**src/rtl/dmx_frame_scheduler.sv**
```systemverilog
// dmx_frame_scheduler
//   Sequences one DMX512 frame after another: break, mark-after-break, start
//   code, then slot_count data bytes fetched from an external slot memory.
//   A new frame begins no sooner than FRAME_CYCLES cycles after the previous one.
//
// Ports
//   dmxclk_i        sole clock, rising edge
//   rst_i           synchronous active-high reset
//   enable_i        1 = transmit frames continuously
//   slot_count_i    data slots per frame (0 or >512 is treated as 512)
//   start_code_i    byte sent before slot 0
//   mem_rd_o        one-cycle read strobe to the slot memory
//   mem_addr_o      slot index being read
//   mem_data_i      slot byte, valid one cycle after mem_rd_o
//   tx_data_o       byte to the serializer
//   tx_valid_o      tx_data_o valid; held until tx_ready_i
//   tx_ready_i      serializer accept
//   line_break_o    line held in break
//   line_mark_o     mark-after-break
//   frame_start_o   pulse on the first break cycle
//   frame_done_o    pulse the cycle after the last slot is accepted
//   overrun_o       pulse when a frame ran longer than FRAME_CYCLES
//   busy_o          high outside IDLE
//
// state    | meaning
// ---------+-----------------------------------------------------------
// IDLE     | waiting for enable
// BREAK    | line held in break for BREAK_CYCLES
// MAB      | mark-after-break for MAB_CYCLES
// START    | start code offered to the serializer
// FETCH    | read strobe for the current slot
// WAIT_MEM | slot byte captured into tx_data
// SEND     | slot byte offered to the serializer
// GAP      | padding until the minimum frame period has elapsed

module dmx_frame_scheduler #(
    parameter int BREAK_CYCLES = 23,
    parameter int MAB_CYCLES   = 3,
    parameter int FRAME_CYCLES = 8334
) (
    input  logic       dmxclk_i,
    input  logic       rst_i,
    input  logic       enable_i,
    input  logic [9:0] slot_count_i,
    input  logic [7:0] start_code_i,
    output logic       mem_rd_o,
    output logic [8:0] mem_addr_o,
    input  logic [7:0] mem_data_i,
    output logic [7:0] tx_data_o,
    output logic       tx_valid_o,
    input  logic       tx_ready_i,
    output logic       line_break_o,
    output logic       line_mark_o,
    output logic       frame_start_o,
    output logic       frame_done_o,
    output logic       overrun_o,
    output logic       busy_o
);

    typedef enum logic [2:0] {
        S_IDLE,
        S_BREAK,
        S_MAB,
        S_START,
        S_FETCH,
        S_WAIT_MEM,
        S_SEND,
        S_GAP
    } state_t;

    localparam logic [15:0] BRK_LOAD = 16'(BREAK_CYCLES - 1);
    localparam logic [15:0] MAB_LOAD = 16'(MAB_CYCLES - 1);
    localparam logic [15:0] GAP_TC   = 16'(FRAME_CYCLES - 1);

    state_t      state_q, state_d;
    logic [15:0] phase_q, phase_d;
    logic [15:0] period_q, period_d;
    logic [8:0]  slot_idx_q, slot_idx_d;
    logic [9:0]  count_q, count_d;
    logic [7:0]  start_code_q, start_code_d;
    logic [7:0]  tx_data_q, tx_data_d;
    logic        frame_done_q, frame_done_d;

    logic enter_break;
    logic last_slot;
    logic period_done;

    assign last_slot   = ({1'b0, slot_idx_q} == (count_q - 10'd1));
    assign period_done = (period_q >= GAP_TC);

    always_comb begin
        state_d      = state_q;
        phase_d      = phase_q;
        slot_idx_d   = slot_idx_q;
        count_d      = count_q;
        start_code_d = start_code_q;
        tx_data_d    = tx_data_q;
        frame_done_d = 1'b0;
        enter_break  = 1'b0;

        case (state_q)
            S_IDLE: begin
                if (enable_i) begin
                    state_d     = S_BREAK;
                    enter_break = 1'b1;
                end
            end
            S_BREAK: begin
                if (phase_q == 16'd0) begin
                    state_d = S_MAB;
                    phase_d = MAB_LOAD;
                end else begin
                    phase_d = phase_q - 16'd1;
                end
            end
            S_MAB: begin
                if (phase_q == 16'd0) begin
                    state_d   = S_START;
                    tx_data_d = start_code_q;
                end else begin
                    phase_d = phase_q - 16'd1;
                end
            end
            S_START: begin
                if (tx_ready_i) begin
                    state_d    = S_FETCH;
                    slot_idx_d = 9'd0;
                end
            end
            S_FETCH: begin
                state_d = S_WAIT_MEM;
            end
            S_WAIT_MEM: begin
                tx_data_d = mem_data_i;
                state_d   = S_SEND;
            end
            S_SEND: begin
                if (tx_ready_i) begin
                    if (last_slot) begin
                        state_d      = S_GAP;
                        frame_done_d = 1'b1;
                    end else begin
                        slot_idx_d = slot_idx_q + 9'd1;
                        state_d    = S_FETCH;
                    end
                end
            end
            S_GAP: begin
                // An overrunning frame arrives here already past the limit,
                // so GAP naturally lasts a single cycle in that case.
                if (period_done) begin
                    if (enable_i) begin
                        state_d     = S_BREAK;
                        enter_break = 1'b1;
                    end else begin
                        state_d = S_IDLE;
                    end
                end
            end
            default: state_d = S_IDLE;
        endcase

        if (enter_break) begin
            phase_d      = BRK_LOAD;
            start_code_d = start_code_i;
            count_d      = ((slot_count_i == 10'd0) || (slot_count_i > 10'd512)) ?
                           10'd512 : slot_count_i;
        end

        if (enter_break) begin
            period_d = 16'd0;
        end else if ((state_q == S_IDLE) || (period_q == 16'hFFFF)) begin
            period_d = period_q;
        end else begin
            period_d = period_q + 16'd1;
        end
    end

    always_ff @(posedge dmxclk_i) begin
        if (rst_i) begin
            state_q      <= S_IDLE;
            phase_q      <= 16'd0;
            period_q     <= 16'd0;
            slot_idx_q   <= 9'd0;
            count_q      <= 10'd0;
            start_code_q <= 8'd0;
            tx_data_q    <= 8'd0;
            frame_done_q <= 1'b0;
        end else begin
            state_q      <= state_d;
            phase_q      <= phase_d;
            period_q     <= period_d;
            slot_idx_q   <= slot_idx_d;
            count_q      <= count_d;
            start_code_q <= start_code_d;
            tx_data_q    <= tx_data_d;
            frame_done_q <= frame_done_d;
        end
    end

    assign mem_rd_o      = (state_q == S_FETCH);
    assign mem_addr_o    = slot_idx_q;
    assign tx_data_o     = tx_data_q;
    assign tx_valid_o    = (state_q == S_START) || (state_q == S_SEND);
    assign line_break_o  = (state_q == S_BREAK);
    assign line_mark_o   = (state_q == S_MAB);
    // The break down-counter sits at its load value only on the first break cycle.
    assign frame_start_o = (state_q == S_BREAK) && (phase_q == BRK_LOAD);
    assign frame_done_o  = frame_done_q;
    // frame_done_q marks the first GAP cycle, where the entry count is judged.
    assign overrun_o     = (state_q == S_GAP) && frame_done_q && (period_q > GAP_TC);
    assign busy_o        = (state_q != S_IDLE);

endmodule

```
**config.mk**
```make
export PLATFORM = sky130hd
export DESIGN_NAME = dmx_frame_scheduler
export DESIGN_NICKNAME = d
export VERILOG_FILES = /design/src/rtl/dmx_frame_scheduler.sv
export SDC_FILE = /design/constraint.sdc
export NUM_CORES = 1
export LEC_CHECK = 0
export CORE_MARGIN = 1
export CORE_UTILIZATION = 55
export CTS_CLUSTER_DIAMETER = 30
export DETAILED_ROUTE_END_ITERATION = 12
export HOLD_SLACK_MARGIN = 0.12
export PLACE_DENSITY = 0.8
export SLEW_MARGIN = 20
export SYNTH_ARGS = -nofsm -noshare
export SYNTH_HDL_FRONTEND = slang
export SYNTH_SLANG_ARGS = --single-unit
export TNS_END_PERCENT = 5
```
**constraint.sdc**
```tcl
create_clock -name dmxclk_i -period 3.13 [get_ports dmxclk_i]
set_input_delay 0.7825 -clock dmxclk_i [delete_from_list [all_inputs] [get_ports dmxclk_i]]
set_output_delay 0.7825 -clock dmxclk_i [all_outputs]
set_load 0.01 [all_outputs]
```
==> results of run 1 <==
worst min-delay path, stage by stage, from the launching register on:
cell and delay [ns]:
dfxtp_1 0.31, nand2_1 0.05, a21oi_1 0.05
Yosys cell counts (9+ instances only):
cell | count | area share, %
a21oi_1 | 39 | 4.8
clkbuf_1 | 9 | 0.84
dfxtp_1 | 71 | 35
inv_1 | 24 | 2.2
nand2_1 | 58 | 5.4
nand3_1 | 24 | 3.0
nand3b_1 | 13 | 2.4
nand4_1 | 15 | 2.3
nor2_1 | 59 | 5.5
nor3_1 | 16 | 2.0
nor4_1 | 9 | 1.4
o21ai_0 | 23 | 2.9
or3_1 | 11 | 1.7
xnor2_1 | 19 | 4.1
xor2_1 | 13 | 2.8
per-stage QoR:
stage | setup slack (ns) | hold slack [ns] | instance area (um^2)
finish | 0.132 | 0.460 | 4770
global route | -0.000391 | 0.481 | 4770
CTS | 0.0910 | 0.462 | 4770
detailed placement | 0.188 | 0.450 | 4600
global placement | 0.256 | 0.443 | 4600
floorplan | 0.540 | 0.434 | 4030
placed cells by master (no fill, tap or decap), drive strengths merged, types with 12 or more instances in the layout:
cell / count
xnor2: 19
or3: 12
clkdlybuf4s50: 53
nand4: 15
nor3: 16
o21ai: 25
nand3b: 13
inv: 24
dfxtp: 71
buf: 13
nand2: 58
nor2: 60
nand3: 24
a21oi: 39
xor2: 13
layout make-up:
cell class	instances	area [um^2]
Multi-Input combinational cell	388	2330
Fill cell	614	2170
Sequential cell	71	1420
Clock inverter	5	35.0
Timing Repair Buffer	67	637
Clock buffer	10	138
Inverter	24	90.1
Tap cell	96	120
kinds of logic (layout without fill, tap and decap cells):
kind of cell | after synthesis | count (layout) | share of synthesized area [%]
buf+inv | 49 | 106 | 6.81
flops | 71 | 71 | 35.3
fa+ha+maj | 8 | 8 | 2.49
simple gates | 237 | 237 | 29.6
mux | 4 | 4 | 0.994
compound gates | 106 | 106 | 17.3
xor+xnor | 33 | 33 | 7.55
routing by layer:
metal  vias up  global-route usage, %  wire, um
met5         -                      0         0
met4         0                   8.05       102
met3         8                   4.90       419
met2        91                   42.3      4240
met1      1786                   33.7      4390
li1       1913                      -         -
flip-flops by register name, summed over array words and instances (netlist names):
| name | count |
|---|---|
| count_q | 10 |
| phase_q | 16 |
| tx_data_o | 8 |
| state_q | 3 |
| period_q | 16 |
| mem_addr_o | 9 |
| frame_done_o | 1 |
| start_code_q | 8 |
what timing repair did:
item / 4_1_cts / 5_1_grt
resized for setup: 1 / 1
setup endpoints to repair: 1 / 2
pin swaps: 0 / 1
path summary, 6_finish.rpt:
check / end / slack, ns / cells past startpoint
hold / removal: start_code_q[7] / 0.46 / 2
hold reg to reg: start_code_q[7] / 0.46 / 2
setup reg to reg: state_q[0] / 0.33 / 9
setup / recovery: frame_start_o / 0.13 / 4
power groups by stage:
stage                     combinational, uW  sequential, uW  clock (uW)
final                                  1290            1130         655
after global routing                   1450            1150         707
after CTS                              1300            1130         665
after detailed placement               1280            1150           0
after global placement                 1250            1140           0
after floorplan                         963            1120           0
==> results.yml, run 1 <==
power_and_ir_drop:
  powerDensity_nw_per_um2: 646
  ir_drop_uv: 429
  power.internal_uw: 1860
  swShare_pct: 39.8
  leakage_uw: 0.00168
  total_power_uw: 3080
  pwr-share-comb_pct: 42.0
  clock_power_share_pct: 21.2
  pwr-share-seq_pct: 36.8
  power_switching_uw: 1230
clock_network:
  clk_pin_slew_ns: 0.07
  ctsHoldBuffers: 0
  htree_levels: 3
  clk_latency_ns: 0.35
  cts_root_buf: "clkbuf_8"
  clockBufferDepth: 2
  numCtsBuffers: 9
  cts_tree: "done"
  clock-sinks: 71
  cts_setup_buffers: 0
floorplanning:
  core_um2: 6940
  fp.dieArea_um2: 7670
  fp.dieH_um: 87.6
  start_util_pct: 58.0
  io_pins: 55
  die_width_um: 87.6
  rows: 30
timing:
  period_minus_slack_ns: 3.00
  slew_headroom_pct: 53.0
  grt_setup_unrepaired: "yes"
  report.final.setup_viol: 0
  min_period_over_period_pct: 95.8
  slew_violations: 0
  skew_ns: 0.0101
  worst_pin_slew_ns: 0.699
  hold_violations: 0
  setup_tns_ns: 0
  fmax_mhz: 334
place:
  dp.cells: 646
  port_buffers: 54
  gp_congestion: 0.875
  dp_hpwl_mm: 6.58
critical_path:
  cpPeakStageDelay_ns: 0.58
  slowest_stage: "clkdlybuf4s50_1"
  arrival_ns: 2.22
  r2r-start: "count_q[0]"
  critPathKind: "reg -> out"
  path_max_fanout: 5
  worst_setup_path_start_kind: "flip-flop"
  cp_num_buf_inv: 1
  worstPathRequired_ns: 2.35
  end_kind: "output port"
  cp_cell_sequence: "nor4_1 > nand4_1 > nor3_1 > clkdlybuf4s50_1"
  cp-startpoint: "phase_q[9]"
  cp_top_family: "simple AND/OR/NAND/NOR gates"
yosys:
  syn-cell-area_um2: 4030
  synth_fp_nets: 546
  syn_avg_cell_area_um2: 7.93
  synth_flop_cell: "dfxtp_1"
  syn_inst: 508
  synth-edff-count: 0
  yosysWarnings: 0
  async_reset_ff_share_pct: 0
  ys_seq_elements: 71
  ys_seq_area_share_pct: 35.3
  synth_cell_types: 61
job:
  cap_violations: 0
drt:
  dr.pass1.iters: 4
  postRouteWirelength_mm: 9.15
  viasPerCell: 5.75
  post_drt_wl_per_cell_um: 13.8
  drc: 0
  ant_nets: 0
  drt-initial-drc-count: 237
  vias: 3798
global_routing:
  grt_pass1_wl_mm: 15.5
  track_usage_pct: 25.5
  globalRouteOverflowTotal: 0
  antenna_found_initial: 0
  grt_max_degree: 40
  grt_pass1_vias: 3418
layout:
  final_util_pct: 68.7
  fin_nets: 599
  syn2layout_area_growth_pct: 18.6
  drive_above_1_share_pct: 7.61
  num_antenna_cells: 0
  fin_cells: 661
run_status:
  outcome: "finished clean"
min_path:
  hold_path_class: "reg -> reg"
  min_from: "start_code_q[7]"
Power figures use the tool's default switching activity.
==> run 2, diff against run 1 <==
--- a/config.mk
+++ b/config.mk
@@ -15,4 +15,4 @@
 export SYNTH_ARGS = -nofsm -noshare
 export SYNTH_HDL_FRONTEND = slang
 export SYNTH_SLANG_ARGS = --single-unit
-export TNS_END_PERCENT = 5
+export TNS_END_PERCENT = 30
==> results of run 2 <==
Same layout as run 1: the final DEF is identical, and so are final timing and power.
==> run 3, diff against run 2 <==
--- a/config.mk
+++ b/config.mk
@@ -6,11 +6,11 @@
 export NUM_CORES = 1
 export LEC_CHECK = 0
 export CORE_MARGIN = 1
-export CORE_UTILIZATION = 55
+export CORE_UTILIZATION = 50
 export CTS_CLUSTER_DIAMETER = 30
 export DETAILED_ROUTE_END_ITERATION = 12
 export HOLD_SLACK_MARGIN = 0.12
-export PLACE_DENSITY = 0.8
+export PLACE_DENSITY = 0.74
 export SLEW_MARGIN = 20
 export SYNTH_ARGS = -nofsm -noshare
 export SYNTH_HDL_FRONTEND = slang
==> results.yml, run 3 (synthesis results as in run 1) <==
place:
  port_buffers: 54
  pre_cts_ws_ns: 0.233
  dp_hpwl_mm: 6.42
  gp_congestion: 0.874
critical_path:
  worst_setup_path_start_kind: "flip-flop"
  cpPeakStageDelay_ns: 0.58
  critPathKind: "reg -> out"
  arrival_ns: 2.15
  worstPathRequired_ns: 2.35
  path_max_fanout: 5
  cp_cell_sequence: "nor4_1 > nand4_1 > nor3_1 > clkdlybuf4s50_1"
  cp_num_buf_inv: 1
  slowest_stage: "clkdlybuf4s50_1"
  cp_top_family: "simple AND/OR/NAND/NOR gates"
  end_kind: "output port"
timing:
  fmax_mhz: 341
  min_period_over_period_pct: 93.7
  worst_pin_slew_ns: 0.764
  setup_ws_ns: 0.197
  slew_headroom_pct: 48.7
  skew_ns: 0.0137
  grt_setup_unrepaired: "no"
  holdWs_ns: 0.464
  setup_tns_ns: 0
  slew_violations: 0
  period_minus_slack_ns: 2.93
  hold_violations: 0
  report.final.setup_viol: 0
min_path:
  hold_path_class: "reg -> reg"
floorplanning:
  start_util_pct: 51.8
  fp.dieH_um: 91.7
  rows: 32
  io_pins: 55
  fp.dieArea_um2: 8420
  die_width_um: 91.7
  core_um2: 7770
power_and_ir_drop:
  leakage_uw: 0.00170
  ir_drop_uv: 330
  powerDensity_nw_per_um2: 663
drt:
  postRouteWirelength_mm: 9.16
  post_drt_wl_per_cell_um: 13.7
  vias: 3763
  ant_nets: 0
  viasPerCell: 5.64
  dr.pass1.iters: 4
  drt-initial-drc-count: 141
  drc: 0
global_routing:
  antenna_found_initial: 0
  track_usage_pct: 23.1
  grt_pass1_vias: 3521
  grt_max_degree: 40
  grt_pass1_wl_mm: 15.9
  globalRouteOverflowTotal: 0
clock_network:
  htree_levels: 3
  clk_latency_ns: 0.35
  clk_pin_slew_ns: 0.08
  clock-sinks: 71
  numCtsBuffers: 9
  clockBufferDepth: 2
  cts_root_buf: "clkbuf_8"
  cts_setup_buffers: 0
  cts_tree: "done"
job:
  cap_violations: 0
layout:
  fill_cells: 699
  largestRegisters: "period_q: 16 flops, phase_q: 16 flops, count_q: 10 flops"
  final_common_cell: "dfxtp_1"
  drive_above_1_share_pct: 7.43
  fin_nets: 598
  final_util_pct: 61.9
  num_antenna_cells: 0
  final_cell_mix: "dfxtp_1 (70), nor2_1 (59), nand2_1 (58)"
  syn2layout_area_growth_pct: 19.4
run_status:
  outcome: "finished clean"
run 3: cell count changes in the layout (fill, tap and decap cells not counted), sizes merged:
cell	delta
buf	-1
clkinv	-2
bufinv	+1
clkinvlp	-1
inv	+1
clkbuf	+2
run 3: per-stage QoR:
stage	cell area, um^2	power, uW	instances
after floorplan	4030	2080	508
after global placement	4600	2400	651
after detailed placement	4600	2420	651
after CTS	4810	3200	667
after global routing	4810	3430	667
final	4810	3190	667
run 3: path summary, 6_finish.rpt:
check,to,slack (ns),cells past startpoint,from
worst max-delay path,frame_start_o,0.20,4,phase_q[9]
worst max register to register,state_q[0],0.27,9,count_q[0]
worst min-delay path,start_code_q[2],0.46,2,start_code_q[2]
worst min register to register,start_code_q[2],0.46,2,start_code_q[2]
run 3: area by class of cell:
class                           instances  area (um^2)  area share (%)
Multi-Input combinational cell        388         2330            48.5
Clock inverter                          4         52.6            1.09
Sequential cell                        71         1420            29.6
Timing Repair Buffer                   66          629            13.1
Clock buffer                           12          155            3.23
Tap cell                              102          128            2.65
Inverter                               24         90.1            1.87
run 3: power by group:
group          switching (uW)  total, uW  leakage (uW)  internal [uW]
registers                 110       1120      0.000576           1010
clock network             356        772      0.000107            415
logic                     759       1290       0.00101            533
total                    1230       3190       0.00170           1960
run 3: repair_timing:
action,CTS,global route
resized for setup,2,0
endpoints found under the setup margin,1,0
hold buffers,0,0
endpoints found under the hold margin,0,0
run 3: worst min-delay path, delay by kind of cell (launching register included):
family	cells	cell delay, ns
DFF	1	0.32
and+or+nand+nor	1	0.05
AOI/OAI and AO/OA	1	0.05
run 3: layer usage:
metal	GRT usage, %	wire length (um)	part of all wire [%]
met1	31.8	4640	51
met2	36.4	4030	44
met3	4.89	404	4.4
met4	6.90	89	0.97
met5	0	0	0
